$ cat src/rtl/signed_accumulator_unit.sv
// Signed 8-bit accumulator wrapped around an add/subtract datapath, with
// sticky overflow, accepted-operation counter and valid/ready result handshake.
module signed_accumulator_unit #(
   parameter int SATURATE = 0,
   parameter int CNT_W    = 8
) (
   input  logic             clk,
   input  logic             rst,
   input  logic             clear,
   input  logic             in_valid,
   output logic             in_ready,
   input  logic [7:0]       operand,
   input  logic             opcode,
   output logic             out_valid,
   input  logic             out_ready,
   output logic [7:0]       acc,
   output logic             overflow,
   output logic             overflow_sticky,
   output logic [CNT_W-1:0] op_count
);

   typedef enum logic [1:0] {IDLE, EXEC, RESP} state_t;

   state_t     state;
   logic [7:0] op_q;
   logic       opc_q;
   logic [7:0] b_eff;
   logic [7:0] raw;
   logic [7:0] result;
   logic       ovf;

   // Subtraction reuses the adder: invert b and inject the +1 as carry-in.
   always_comb begin
      b_eff  = opc_q ? ~op_q : op_q;
      raw    = acc + b_eff + {7'b0, opc_q};
      if (opc_q)
         ovf = (acc[7] != op_q[7]) && (raw[7] != acc[7]);
      else
         ovf = (acc[7] == op_q[7]) && (raw[7] != acc[7]);
      result = raw;
      if ((SATURATE != 0) && ovf)
         result = acc[7] ? 8'h80 : 8'h7F;
   end

   assign in_ready = (state == IDLE) && !clear;

   always_ff @(posedge clk or posedge rst) begin
      if (rst) begin
         state           <= IDLE;
         acc             <= '0;
         overflow        <= 1'b0;
         overflow_sticky <= 1'b0;
         op_count        <= '0;
         out_valid       <= 1'b0;
         op_q            <= '0;
         opc_q           <= 1'b0;
      end else if (clear) begin
         state           <= IDLE;
         acc             <= '0;
         overflow        <= 1'b0;
         overflow_sticky <= 1'b0;
         op_count        <= '0;
         out_valid       <= 1'b0;
      end else begin
         case (state)
            IDLE: begin
               if (in_valid && in_ready) begin
                  op_q     <= operand;
                  opc_q    <= opcode;
                  op_count <= op_count + CNT_W'(1);
                  state    <= EXEC;
               end
            end
            EXEC: begin
               acc             <= result;
               overflow        <= ovf;
               overflow_sticky <= overflow_sticky | ovf;
               out_valid       <= 1'b1;
               state           <= RESP;
            end
            RESP: begin
               if (out_ready) begin
                  out_valid <= 1'b0;
                  state     <= IDLE;
               end
            end
            default: state <= IDLE;
         endcase
      end
   end

endmodule
$ cat config.mk
export PLATFORM = sky130hd
export DESIGN_NAME = signed_accumulator_unit
export DESIGN_NICKNAME = d
export VERILOG_FILES = /design/src/rtl/signed_accumulator_unit.sv
export SDC_FILE = /design/constraint.sdc
export NUM_CORES = 1
export LEC_CHECK = 0
export ABC_AREA = 1
export CAP_MARGIN = 25
export CORE_MARGIN = 1
export CORE_UTILIZATION = 45
export DETAILED_ROUTE_END_ITERATION = 10
export PLACE_DENSITY = 0.72
export SLEW_MARGIN = 20
export SYNTH_ARGS = -nofsm -noshare
export SYNTH_HDL_FRONTEND = slang
export SYNTH_SLANG_ARGS = --single-unit
$ cat constraint.sdc
create_clock -name clk -period 2.2 [get_ports clk]
set_input_delay 0.44 -clock clk [delete_from_list [all_inputs] [get_ports clk]]
set_output_delay 0.44 -clock clk [all_outputs]
set_load 0.02 [all_outputs]
# Word-level counts from Yosys, hierarchy flattened
# Cells that the tools add are included.
op_classes:
  muxes: 18
  n_addsub: 3
  n_bitwise: 3
  n_reduce_logical: 14
  n_eq_ne: 7
ops:
  columns: ["cell", "n"]
  rows:
  - ["8-bit 2-to-1 mux", 6]
  - ["8-bit by 1-bit adder with 8-bit output", 1]
  - ["8-bit by 1-bit adder with 8-bit output, second input constant", 1]
  - ["8-bit adder", 1]
  - ["8-bit NOT", 1]
  - ["1-bit 2-to-1 mux", 7]
  - ["2-bit 2-to-1 mux", 3]
  - ["2-bit case mux with 3 select lines", 1]
  - ["2-bit AND reduction", 3]
  - ["2-bit nonzero test", 3]
  - ["1-bit logical AND", 4]
  - ["3-bit by 2-bit inequality test with 1-bit output, second input constant", 1]
  - ["3-bit inequality test, second input constant", 1]
  - ["3-bit AND reduction", 1]
  - ["3-bit nonzero test", 1]
  - ["2-bit by 1-bit == test with 1-bit output, second input constant", 1]
  - ["2-bit == test, second input constant", 1]
  - ["2-bit zero test", 1]
  - ["1-bit inequality test", 2]
  - ["1-bit case mux with 2 select lines", 1]
  - ["1-bit == test", 1]
  - ["1-bit zero test", 1]
  - ["1-bit NOT", 1]
  - ["1-bit bitwise OR", 1]
word_totals:
  in_bits: 14
  out_inout_bits: 20
  reg_bits: 30
  word_cells: 53

# Logic depth before layout (Yosys ltp)
depth:
  ltp_word: 10
  mapped_depth: 13
  mapped_depth_nobuf: 12

# Worst setup path after synthesis
# Ideal clock, no wire load.
synth_timing:
  path_type: "register to register"
  from: "register opc_q"
  to: "register overflow"
  arrival_ns: 1.608
  stages_incl_launch_ff: 12
  required_ns: 2.082
  setup_time_ns: 0.118
  slack_ns: 0.474
  n_path_buf: 1
  period_less_slack_ns: 1.726
  path_cell_list: "dfrtp_1 -> buf_6 -> xor2_1 -> ha_1 -> a21oi_1 -> nor2_1 -> nor2_1 -> nand2_1 -> nand2_1 -> nand2_1 -> nand2_1 -> nand2_1"
synth_between:
  elab_chain_cells: 8
  word_cells_on_any_way: 9
  cone_classes: "add/sub (2); eq/ne (1); mux (4); reduce/logical (2)"
synth_rtl:
  columns: ["item", "line_no", "source"]
  rows:
  - ["start: declaration", "26", "logic opc_q;"]
  - ["start signal: assignment", "69", "opc_q <= opcode;"]
  - ["8-bit 2-to-1 mux", "34", "b_eff = opc_q ? ~op_q : op_q;"]
  - ["8-bit adder", "35", "raw = acc + b_eff + {7'b0, opc_q};"]
  - ["8-bit by 1-bit adder with 8-bit output", "35", null]
  - ["1-bit inequality test", "37, 39", null]
  - ["1-bit logical AND (on tied branches)", "39, 37", null]
  - ["1-bit 2-to-1 mux *", "36", "if (opc_q)"]
  - ["1-bit 2-to-1 mux *", "65", "case (state)"]
  - ["1-bit 2-to-1 mux *", "57", "end else if (clear) begin"]
  - ["end signal: assignment", "76", "overflow <= ovf;"]
  - ["end: declaration", "17", "output logic overflow,"]
# Every way passes the cells marked *; elsewhere a longest branch is shown, timed or not. The select of a mux whose other input is x is not followed.
# A chain may end at the register's enable or synchronous reset.

# Worst setup path in the final report
layout_timing:
  from: "input port clear"
  to: "output port in_ready"
layout_between:
  elab_chain_cells: 2
layout_rtl:
  columns: ["item", "line_no", "source"]
  rows:
  - ["start: declaration", "9", "input logic clear,"]
  - ["1-bit zero test", "45", "assign in_ready = (state == IDLE) && !clear;"]
  - ["1-bit logical AND", "45", null]
  - ["end: declaration", "11", "output logic in_ready,"]
# Every way passes these cells.

==> reports/qor.log <==
[global_route] maximum number of pins on one net before global-route repair 31
[pwr] static leakage 0.001133 µW
[clock_network] TritonCTS clock tree done
[synthesis] Yosys reg bits 30
[synthesis] ys async rst share 1.000
[timing] relative slew slack 0.7185
[floorplanning] number of placed I/O pins 34
[setup_path] WS Path Type in2out
[pwr] total net switching power 581.0 µW
[drt] routed length per placed instance 11.44 µm
[synthesis] portion of the post-synthesis area used by sequential elements 0.4373
[synthesis] post-synth top area share 0.4373
[timing] final critical-path setup slack 98.29 ps
[floorplanning] initial standard-cell utilization of the core 0.4689
[synthesis] total standard cell area after synthesis 1717 µm²
[synthesis] Commonest cells post-synth nand2_1 (75), dfrtp_1 (30), inv_1 (19)
[drt] DRC viols 0
[clock_network] Clock Pin Slew Worst Setup and Hold Paths 70 ps
[layout] post-layout util 0.6114
[clock_network] clk_lat worst skew 280 ps
[synthesis] biggest area consumer among synthesized cells dfrtp_1
[layout] ratio of cells with drive above 1 in the final layout 0.1181
[timing] hold violation count in the final report 0
[layout] ANT cells 0
[setup_path] Setup crit end in_ready
[timing] total setup violations reported at the end of the flow 0
[layout] final net count 275
[global_route] antenna violations before repair 0
[hold_path] source of the worst hold timing path overflow_sticky$_DFFE_PP0P_
[floorplanning] Placement Rows 22
[global_route] global-route total usage across every layer 0.2008
[setup_path] critical path launch point clear
[synthesis] per-instance average area after synthesis 8.059 µm²
[run_status] result of the run complete, no violations
[hold_path] kind of path behind the tightest hold check reg2reg
[timing] final worst clock skew 6.150 ps
[hold_path] WHS Path Cells 2
[synthesis] largest cells by area after synthesis dfrtp_1 (44%), nand2_1 (16%), ha_1 (5.1%)
[timing] Tmin final 2102 ps
[placement] placed wire-length estimate 2568 µm
[flow_run] maxcap violations 0
[clock_network] CTS Hold Buffers Added 0
[placement] placed standard-cell area 2096 µm²
[setup_path] Worst Setup End Kind output pin
[placement] worst-case setup slack after placement 91.61 ps
[placement] final estimated routing congestion in global placement 0.8338
[placement] number of buffer cells added on primary ports 33
[timing] post-route worst hold slack 493.3 ps
[floorplanning] Die Area 4066 µm²
[synthesis] Netlist cell types 30
[synthesis] number of warning messages in the yosys log 0
[setup_path] startpoint types primary input
[clock_network] Sink Count 30
[timing] unrepaired setup endpoints after global routing no
[synthesis] Gate Count Post-Synth 213
[synthesis] commonest register cell after synthesis dfrtp_1
[drt] via count normalized by instance count 4.864
[clock_network] CTS buffer count 5
[pwr] combinational share of power 0.282
[floorplanning] die outline width 63.77 µm
[synthesis] net count of the mapped netlist 235
[global_route] vias in the first global route 1407
[setup_path] Worst EP required 1760 ps
[setup_path] Worst Reg2Reg Path Length in Cells 10
[layout] area overhead of the layout relative to synthesis 30.39%
[clock_network] quantity of gates resized following cts 0
[setup_path] r2r endpoint overflow$_DFFE_PP0P_
[setup_path] largest fanout on the critical path 2
[clock_network] CTS root buffer clkbuf_8
[setup_path] Crit Reg-Reg Startpoint opc_q$_DFFE_PP0P_
[synthesis] Post-synth EDFFs 0
[timing] transition time at the pin with the least slew margin 422.3 ps
[timing] sum of negative setup slack 0 ps
[drt] number of DRC violations after detailed-routing iteration 0 82
[clock_network] buffer depth of the longest clock path 2
[global_route] gr ovfl total 0
[pwr] pwr/cell area 850.2 nW/µm²
[pwr] switching fraction of total power 0.3053
[pwr] Int Pwr 1322 µW
[pwr] part of the total power dissipated in sequential elements 0.351
[floorplanning] die span in y 63.77 µm
[timing] crit share post-route 0.9553
[setup_path] arrival time worst endpoint 1660 ps
[timing] Fmax 475.8 MHz
[synthesis] dominant cell by count in the synthesized netlist nand2_1
[clock_network] H-tree Lvls 2
[drt] final wirelength 3456 µm
[floorplanning] Std-Cell Core Area 3661 µm²
[setup_path] register-to-register setup slack 220 ps
[drt] drt first pass iters 4
[clock_network] number of buffers inserted by post-CTS setup repair 0
[global_route] first-pass GRT wire length 6168 µm
[pwr] maximum vdd ir drop 0.4365 mV
[timing] number of slew-limit violations in the final report 0
[pwr] clock share of power 0.367
[layout] finished layout cell area 2238 µm²
[drt] residual antenna-violating net count after detailed routing 0
[drt] number of vias after detailed routing 1469
==> state kept, by name (all words and copies together) (netlist names) <==
register / flops
op_q: 8
state: 2
overflow_sticky: 1
op_count: 8
out_valid: 1
overflow: 1
opc_q: 1
acc: 8
==> per-layer routing <==
layer  share of wire  track usage  wire length, µm  vias to the layer above
met3           0.034      0.06071              118                        2
li1                -            -                -                      768
met2            0.47       0.3271             1631                       27
met5               0            0                0                        -
met1            0.49       0.2486             1687                      672
met4          0.0055      0.07670               19                        0
==> cell usage in the layout (no fill, tap or decap), types with 6 or more instances in the layout <==
| cell type | count |
|---|---|
| o21ai_0 | 7 |
| nor2_1 | 10 |
| clkbuf_8 | 6 |
| nand2_2 | 6 |
| nand3_1 | 13 |
| xor2_1 | 7 |
| inv_1 | 19 |
| dfrtp_1 | 30 |
| ha_1 | 7 |
| nand2_1 | 75 |
| clkdlybuf4s50_1 | 33 |
==> metrics by stage <==
| stage | total power [µW] | cells |
|---|---|---|
| detailed placement | 1215 | 294 |
| CTS | 1924 | 302 |
| global route | 2022 | 302 |
| finish | 1903 | 302 |
| floorplan | 1064 | 213 |
| global placement | 1204 | 294 |
==> worst min path at each step <==
| stage | endpoint | slack (ps) |
|---|---|---|
| CTS | overflow$_DFFE_PP0P_ | 500 |
| global route | out_valid$_DFFE_PP0P_ | 520 |
| finish | overflow_sticky$_DFFE_PP0P_ | 490 |
| detailed placement | overflow$_DFFE_PP0P_ | 470 |
| global placement | overflow_sticky$_DFFE_PP0P_ | 470 |
| floorplan | op_q[4]$_DFFE_PP0P_ | 470 |
==> power groups by stage <==
stage	clock [µW]	combinational (µW)	sequential [µW]
after floorplan	0	372	691
after global placement	0	525	678
after detailed placement	0	536	679
after CTS	715	539	669
after global routing	740	604	678
final	699	536	668
==> critical path, stage by stage <==
cell             delay [ps]
clkdlybuf4s50_1         420
nor3_1                  170
clkdlybuf4s50_1         630
==> cells by family after synthesis <==
kind of cell / Yosys count / share of synthesized area
AOI/OAI and AO/OA: 21 / 0.07289
DFF: 30 / 0.4373
buffers and inverters: 25 / 0.06706
and+or+nand+nor: 120 / 0.3141
xor gates and xnor gates: 9 / 0.04592
adders and majority gates: 8 / 0.06268
==> layout make-up <==
| class | count | area, µm² |
|---|---|---|
| Fill cell | 326 | 1423 |
| Inverter | 23 | 88.84 |
| Clock buffer | 6 | 82.58 |
| Clock inverter | 2 | 60.06 |
| Timing Repair Buffer | 35 | 345.3 |
| Tap cell | 48 | 60.06 |
| Sequential cell | 30 | 750.7 |
| Multi-Input combinational cell | 158 | 850.8 |
Note: power is estimated with default switching activity, not from simulation.
